[src/rtl/dmem_timer_responder_pkg.sv]
// Shared definitions for the memory-mapped machine timer: register word offsets,
// CTRL bit positions, DMEM-side decode base and the address-to-register decoder.
package dmem_timer_responder_pkg;

  localparam logic [31:0] TIMER_MTIME_LO    = 32'h0000_0000;
  localparam logic [31:0] TIMER_MTIME_HI    = 32'h0000_0001;
  localparam logic [31:0] TIMER_MTIMECMP_LO = 32'h0000_0002;
  localparam logic [31:0] TIMER_MTIMECMP_HI = 32'h0000_0003;
  localparam logic [31:0] TIMER_CTRL        = 32'h0000_0004;
  localparam logic [31:0] TIMER_STATUS      = 32'h0000_0005;

  localparam int CTRL_EN_BIT         = 0;
  localparam int CTRL_IRQ_EN_BIT     = 1;
  localparam int CTRL_AUTORELOAD_BIT = 2;
  localparam int CTRL_PRESCALE_LSB   = 8;

  // Byte address at which the data-memory decoder routes accesses to this block.
  localparam logic [31:0] TIMER_DMEM_BASE = 32'h0000_4000;

  typedef enum logic [2:0] {
    SEL_MTIME_LO,
    SEL_MTIME_HI,
    SEL_CMP_LO,
    SEL_CMP_HI,
    SEL_CTRL,
    SEL_STATUS,
    SEL_NONE
  } timer_sel_e;

  function automatic timer_sel_e decode_word(input logic [31:0] word_addr);
    case (word_addr)
      TIMER_MTIME_LO:    return SEL_MTIME_LO;
      TIMER_MTIME_HI:    return SEL_MTIME_HI;
      TIMER_MTIMECMP_LO: return SEL_CMP_LO;
      TIMER_MTIMECMP_HI: return SEL_CMP_HI;
      TIMER_CTRL:        return SEL_CTRL;
      TIMER_STATUS:      return SEL_STATUS;
      default:           return SEL_NONE;
    endcase
  endfunction

endpackage

[src/rtl/dmem_timer_responder_prescaler.sv]
// Prescale counter for the machine timer: runs 0..prescale while enabled and
// flags a tick on the terminal count; cleared by any CTRL write.
module dmem_timer_responder_prescaler #(
  parameter int PRESCALE_W = 8
) (
  input  logic                  clk,
  input  logic                  resetn,
  input  logic                  en,
  input  logic                  clr,
  input  logic [PRESCALE_W-1:0] prescale,
  output logic                  tick
);

  logic [PRESCALE_W-1:0] count;

  assign tick = en & (count == prescale);

  always_ff @(posedge clk) begin
    if (!resetn) begin
      count <= '0;
    end else if (clr) begin
      count <= '0;
    end else if (tick) begin
      count <= '0;
    end else if (en) begin
      count <= count + PRESCALE_W'(1);
    end
  end

endmodule

[src/rtl/dmem_timer_responder.sv]
// Machine-timer peripheral on the data-memory port (ceb/web/A/mask/D/Q).
// Optional periodic mode is compiled in with `define TIMER_AUTORELOAD_EN.
module dmem_timer_responder
  import dmem_timer_responder_pkg::*;
#(
  parameter int          PRESCALE_W = 8,
  parameter logic [63:0] CMP_RESET  = 64'hFFFF_FFFF_FFFF_FFFF,
  parameter int          ADDR_W     = 10
) (
  input  logic              clk,
  input  logic              resetn,
  input  logic              ceb,
  input  logic              web,
  input  logic [ADDR_W-1:0] A,
  input  logic [3:0]        mask,
  input  logic [31:0]       D,
  output logic [31:0]       Q,
  output logic              irq_o
);

  localparam logic [31:0] CTRL_PRESCALE_MASK =
    ((32'd1 << PRESCALE_W) - 32'd1) << CTRL_PRESCALE_LSB;
`ifdef TIMER_AUTORELOAD_EN
  localparam logic [31:0] CTRL_AR_MASK = 32'd1 << CTRL_AUTORELOAD_BIT;
`else
  localparam logic [31:0] CTRL_AR_MASK = 32'd0;
`endif
  localparam logic [31:0] CTRL_WMASK = CTRL_PRESCALE_MASK | CTRL_AR_MASK |
    (32'd1 << CTRL_EN_BIT) | (32'd1 << CTRL_IRQ_EN_BIT);

  function automatic logic [31:0] merge_bytes(input logic [31:0] old_word,
                                              input logic [31:0] new_word,
                                              input logic [3:0]  be);
    logic [31:0] r;
    r = old_word;
    for (int i = 0; i < 4; i++) begin
      if (be[i]) r[8*i +: 8] = new_word[8*i +: 8];
    end
    return r;
  endfunction

  logic [63:0] mtime;
  logic [63:0] mtimecmp;
  logic [31:0] ctrl;
  logic [63:0] mtime_inc;
  logic [31:0] rdata;
  timer_sel_e  sel;
  logic        rd, wr;
  logic        wr_lo, wr_hi, wr_cmp_lo, wr_cmp_hi, wr_ctrl;
  logic        tick, reload, time_ge;

  assign sel       = decode_word(32'(A));
  assign rd        = ~ceb & web;
  // An all-zero mask is a no-op: it neither writes nor blocks the increment.
  assign wr        = ~ceb & ~web & (|mask);
  assign wr_lo     = wr & (sel == SEL_MTIME_LO);
  assign wr_hi     = wr & (sel == SEL_MTIME_HI);
  assign wr_cmp_lo = wr & (sel == SEL_CMP_LO);
  assign wr_cmp_hi = wr & (sel == SEL_CMP_HI);
  assign wr_ctrl   = wr & (sel == SEL_CTRL);

  assign mtime_inc = mtime + 64'd1;
  assign time_ge   = (mtime >= mtimecmp);
  assign reload    = tick & ctrl[CTRL_AUTORELOAD_BIT] & (mtime_inc >= mtimecmp);

  dmem_timer_responder_prescaler #(
    .PRESCALE_W (PRESCALE_W)
  ) u_prescaler (
    .clk      (clk),
    .resetn   (resetn),
    .en       (ctrl[CTRL_EN_BIT]),
    .clr      (wr_ctrl),
    .prescale (ctrl[CTRL_PRESCALE_LSB +: PRESCALE_W]),
    .tick     (tick)
  );

  // A software write to either half takes precedence over the tick for all 64 bits.
  always_ff @(posedge clk) begin
    if (!resetn) begin
      mtime <= '0;
    end else if (wr_lo | wr_hi) begin
      if (wr_lo) mtime[31:0]  <= merge_bytes(mtime[31:0], D, mask);
      if (wr_hi) mtime[63:32] <= merge_bytes(mtime[63:32], D, mask);
    end else if (tick) begin
      mtime <= reload ? 64'd0 : mtime_inc;
    end
  end

  always_ff @(posedge clk) begin
    if (!resetn) begin
      mtimecmp <= CMP_RESET;
    end else begin
      if (wr_cmp_lo) mtimecmp[31:0]  <= merge_bytes(mtimecmp[31:0], D, mask);
      if (wr_cmp_hi) mtimecmp[63:32] <= merge_bytes(mtimecmp[63:32], D, mask);
    end
  end

  // Unimplemented CTRL bits are masked off so they always read back as zero.
  always_ff @(posedge clk) begin
    if (!resetn) begin
      ctrl <= '0;
    end else if (wr_ctrl) begin
      ctrl <= merge_bytes(ctrl, D, mask) & CTRL_WMASK;
    end
  end

  always_comb begin
    rdata = '0;
    case (sel)
      SEL_MTIME_LO: rdata = mtime[31:0];
      SEL_MTIME_HI: rdata = mtime[63:32];
      SEL_CMP_LO:   rdata = mtimecmp[31:0];
      SEL_CMP_HI:   rdata = mtimecmp[63:32];
      SEL_CTRL:     rdata = ctrl;
      SEL_STATUS:   rdata = {31'd0, time_ge};
      default:      rdata = '0;
    endcase
  end

  always_ff @(posedge clk) begin
    if (!resetn) begin
      Q <= '0;
    end else if (rd) begin
      Q <= rdata;
    end
  end

  // In periodic mode mtime never reaches mtimecmp, so the wrap itself raises the pulse.
  always_ff @(posedge clk) begin
    if (!resetn) begin
      irq_o <= 1'b0;
    end else begin
      irq_o <= ctrl[CTRL_IRQ_EN_BIT] & (time_ge | reload);
    end
  end

endmodule

[config.mk]
export PLATFORM = sky130hd
export DESIGN_NAME = dmem_timer_responder
export DESIGN_NICKNAME = d
export VERILOG_FILES = /design/src/rtl/dmem_timer_responder_pkg.sv /design/src/rtl/dmem_timer_responder_prescaler.sv /design/src/rtl/dmem_timer_responder.sv
export SDC_FILE = /design/constraint.sdc
export NUM_CORES = 1
export LEC_CHECK = 0
export ABC_CLOCK_PERIOD_IN_PS = 11500
export BUFFER_PORTS_ARGS = -buffer_cell sky130_fd_sc_hd__buf_2
export CORE_ASPECT_RATIO = 0.75
export CORE_MARGIN = 2
export CORE_UTILIZATION = 55
export CTS_BUF_LIST = sky130_fd_sc_hd__clkbuf_8
export CTS_CLUSTER_SIZE = 14
export DETAILED_ROUTE_END_ITERATION = 10
export PLACE_DENSITY = 0.79
export SLEW_MARGIN = 10
export SYNTH_ARGS = -nofsm -noshare
export SYNTH_HDL_FRONTEND = slang
export SYNTH_SLANG_ARGS = --single-unit
export TNS_END_PERCENT = 100
[constraint.sdc]
create_clock -name clk -period 11.5 [get_ports clk]
set_clock_uncertainty 0.2 [all_clocks]
set_input_delay 3.45 -clock clk [delete_from_list [all_inputs] [get_ports clk]]
set_output_delay 3.45 -clock clk [all_outputs]
set_load 0.05 [all_outputs]
==> reports/results.ini <==
[status]
status = complete, no violations

[synth]
synth_top_area_share_pct = 33.4
ys_seq_area_share_pct = 33.4
yosysUniqueCellTypes = 72
ys_warn_count = 0
synth_async_sr_flop_share_pct = 0
synthFlopType = dfxtp_1
syn_nets = 1458
synth_seq_cells = 179
syn_avg_cell_area_um2 = 8.00
synthTopCellsByArea = dfxtp_1 (33%), ha_1 (7.8%), nand2_1 (6.9%), a21oi_1 (4.4%), mux2i_1 (4.2%)
syn_area_um2 = 10700
synth_largest_area_cell = dfxtp_1
syn-instance-count = 1341
synth_edf_count = 0

[clock_tree]
post_cts_resized = 0
cts_tree = built
hold_buffers = 0
path_clk_slew_ns = 0.10
cts_setup_buffers = 0
clock_latency_ns = 0.49
clock_sinks = 179
numCtsBuffers = 17
root_buffer = clkbuf_8
clockBufferDepth = 2
htreeDepth = 4

[setup_path]
cp_slowest_cell = buf_4
crit_chain = buf_2, nor4_1, nand4b_1, ha_1, a31oi_1, buf_4, o21a_2, buf_4, o41a_1, a21oi_1, o221a_2
cp_common_cell = buf_4
crit_path_max_fanout = 60
arrival_ns = 7.41
r2r_start = mtime[1]
slowest_delay_ns = 0.61
critPathKind = in -> reg
cp-start-kind = primary input
crit_path_end_kind = flop
cp.required_ns = 11.69
startpoint = A[6]

[die]
fp.dieH_um = 125
coreArea_um2 = 19200
die_w_um = 165
io-pin-count = 83
die_area_um2 = 20600
rows = 44
start_util_pct = 55.8

[layout]
seq_area_um2 = 3580
mostFrequentLayoutCell = nand2_1
synthToLayoutAreaGrowth_pct = 9.04
drive_above_1_share_pct = 11.7
nets = 1493
fin_util_pct = 60.9
final_area_um2 = 11700
n_antenna_cell = 0
finalNonFillerCells = 1641
multi_input_area_um2 = 6560
layout_common_cells = nand2_1 (198), dfxtp_1 (179), a21oi_1 (94), buf_2 (81), o21ai_0 (80)
nFillCells = 1709

[sta]
relSlewSlack_pct = 9.88
fin_setup_tns_ns = 0
timing.final.max_slew_violations = 0
hold_viol_final = 0
fin_crit_ns = 7.22
setup_viol = 0
period_share_pct = 62.8
rsz0062_at_grt = false
clock.fmax_mhz = 139
fin_worst_hold_slack_ns = 0.253
worst_pin_slew_ns = 1.35

[global_routing]
grt-ovfl-total = 0
grt_use_total_pct = 33.6
antenna_found_initial = 1
grt_max_degree = 92
grt_pass1_vias = 10100
grt_first_pass_wirelength_mm = 54.9

[routing]
routed_wl_mm = 34.1
drtPass1Iterations = 8
vias = 10900
first_iter_violations = 1641
ant_nets = 0
drcViolationCount = 0
viasPerCell = 6.65
wire_per_inst_um = 20.8

[power_and_ir_drop]
p_leak_nw = 4.97
vdd_ir_drop_max_v = 0.0000713
powerDensity_nw_per_um2 = 93.4

[place]
placed_cell_area_um2 = 11300
gp_congestion = 0.981
io_buffers = 82
dp.cells = 1610
dp_hpwl_mm = 24.4

[hold_path]
min_path_type = reg -> reg
min_from = Q[22]

[job]
maxCapViolCount = 0

## registers in the layout, indices dropped and copies added (netlist names)
signal / count
mtimecmp: 64
mtime: 64
u_prescaler.count: 8
Q: 32
ctrl: 10
irq_o: 1
## area by class of cell
cell class | instances | area share [%]
inverters | 77 | 2.47
multi-input cells | 998 | 56.1
flip-flops and latches | 179 | 30.6
clock inverters | 10 | 0.738
repair buffers | 103 | 4.88
well taps | 253 | 2.71
clock buffers | 21 | 2.47
## stage by stage
stage / total power, mW / setup WS, ns
2_1_floorplan: 0.648 / 4.97
3_3_place_gp: 0.673 / 4.04
3_5_place_dp: 0.673 / 3.90
4_1_cts: 1.09 / 4.40
5_1_grt: 1.12 / 4.01
6_report: 1.09 / 4.28
## synthesized netlist by cell type (5+ instances only)
cell type / count
a22o_1: 22
clkbuf_1: 73
mux2i_1: 45
ha_1: 67
a21oi_1: 94
o2111ai_1: 5
a222oi_1: 9
o41ai_1: 6
and3_1: 14
a31oi_1: 9
nand4_1: 34
buf_1: 6
a32o_1: 7
a21o_1: 9
nor3_1: 25
a31o_2: 8
dfxtp_1: 179
nand2_1: 198
xnor2_1: 11
o31ai_1: 12
o21ai_1: 5
a211oi_1: 14
or4_1: 9
and4_1: 12
o21ai_0: 80
nor2_1: 65
buf_2: 7
or3_1: 8
nor4_1: 17
o221a_2: 9
o31a_1: 8
o211ai_1: 45
o21a_1: 14
and2_1: 6
o22ai_1: 5
o32ai_1: 12
inv_1: 76
nand3_1: 34
a221oi_1: 23
## layer usage
layer | vias up | share of wire, % | global-route usage, %
met3 | 81 | 13 | 9.19
met4 | 2 | 2.3 | 10.7
li1 | 5105 | - | -
met2 | 694 | 41 | 47.4
met1 | 5026 | 43 | 49.4
met5 | - | 0.023 | 0
## power by group
| part | switching (mW) | internal, mW | leakage [nW] | total (mW) |
|---|---|---|---|---|
| logic | 0.0309 | 0.00994 | 3.33 | 0.0408 |
| registers | 0.00000706 | 0.619 | 1.44 | 0.619 |
| clock network | 0.242 | 0.191 | 0.194 | 0.433 |
| total | 0.273 | 0.820 | 4.97 | 1.09 |
## worst max-delay path: cells and delay by family
kind	cells	cell delay, ns
AOI/OAI and AO/OA	5	1.62
adders and majority gates	1	0.42
buffers and inverters	3	0.94
and+or+nand+nor	2	0.94
## kinds of logic (layout without fill, tap and decap cells)
family                   Yosys count  after routing  synth area share [%]
XOR/XNOR                          15             15                  1.22
buffers and inverters            164            211                  5.83
AND/OR/NAND/NOR                  444            444                  19.9
AO/OA/AOI/OAI                    427            427                  27.6
flip-flops                       179            179                  33.4
multiplexers                      45             45                  4.20
adder cells (fa/ha/maj)           67             67                  7.81
## final timing paths
kind	endpoint	slack, ns	cells past startpoint
max	mtime[35]	4.28	11
min	Q[22]	0.25	2
max reg2reg	mtime[61]	7.76	6
min reg2reg	Q[22]	0.25	2
No activity file was read; power rests on OpenSTA's default activity.
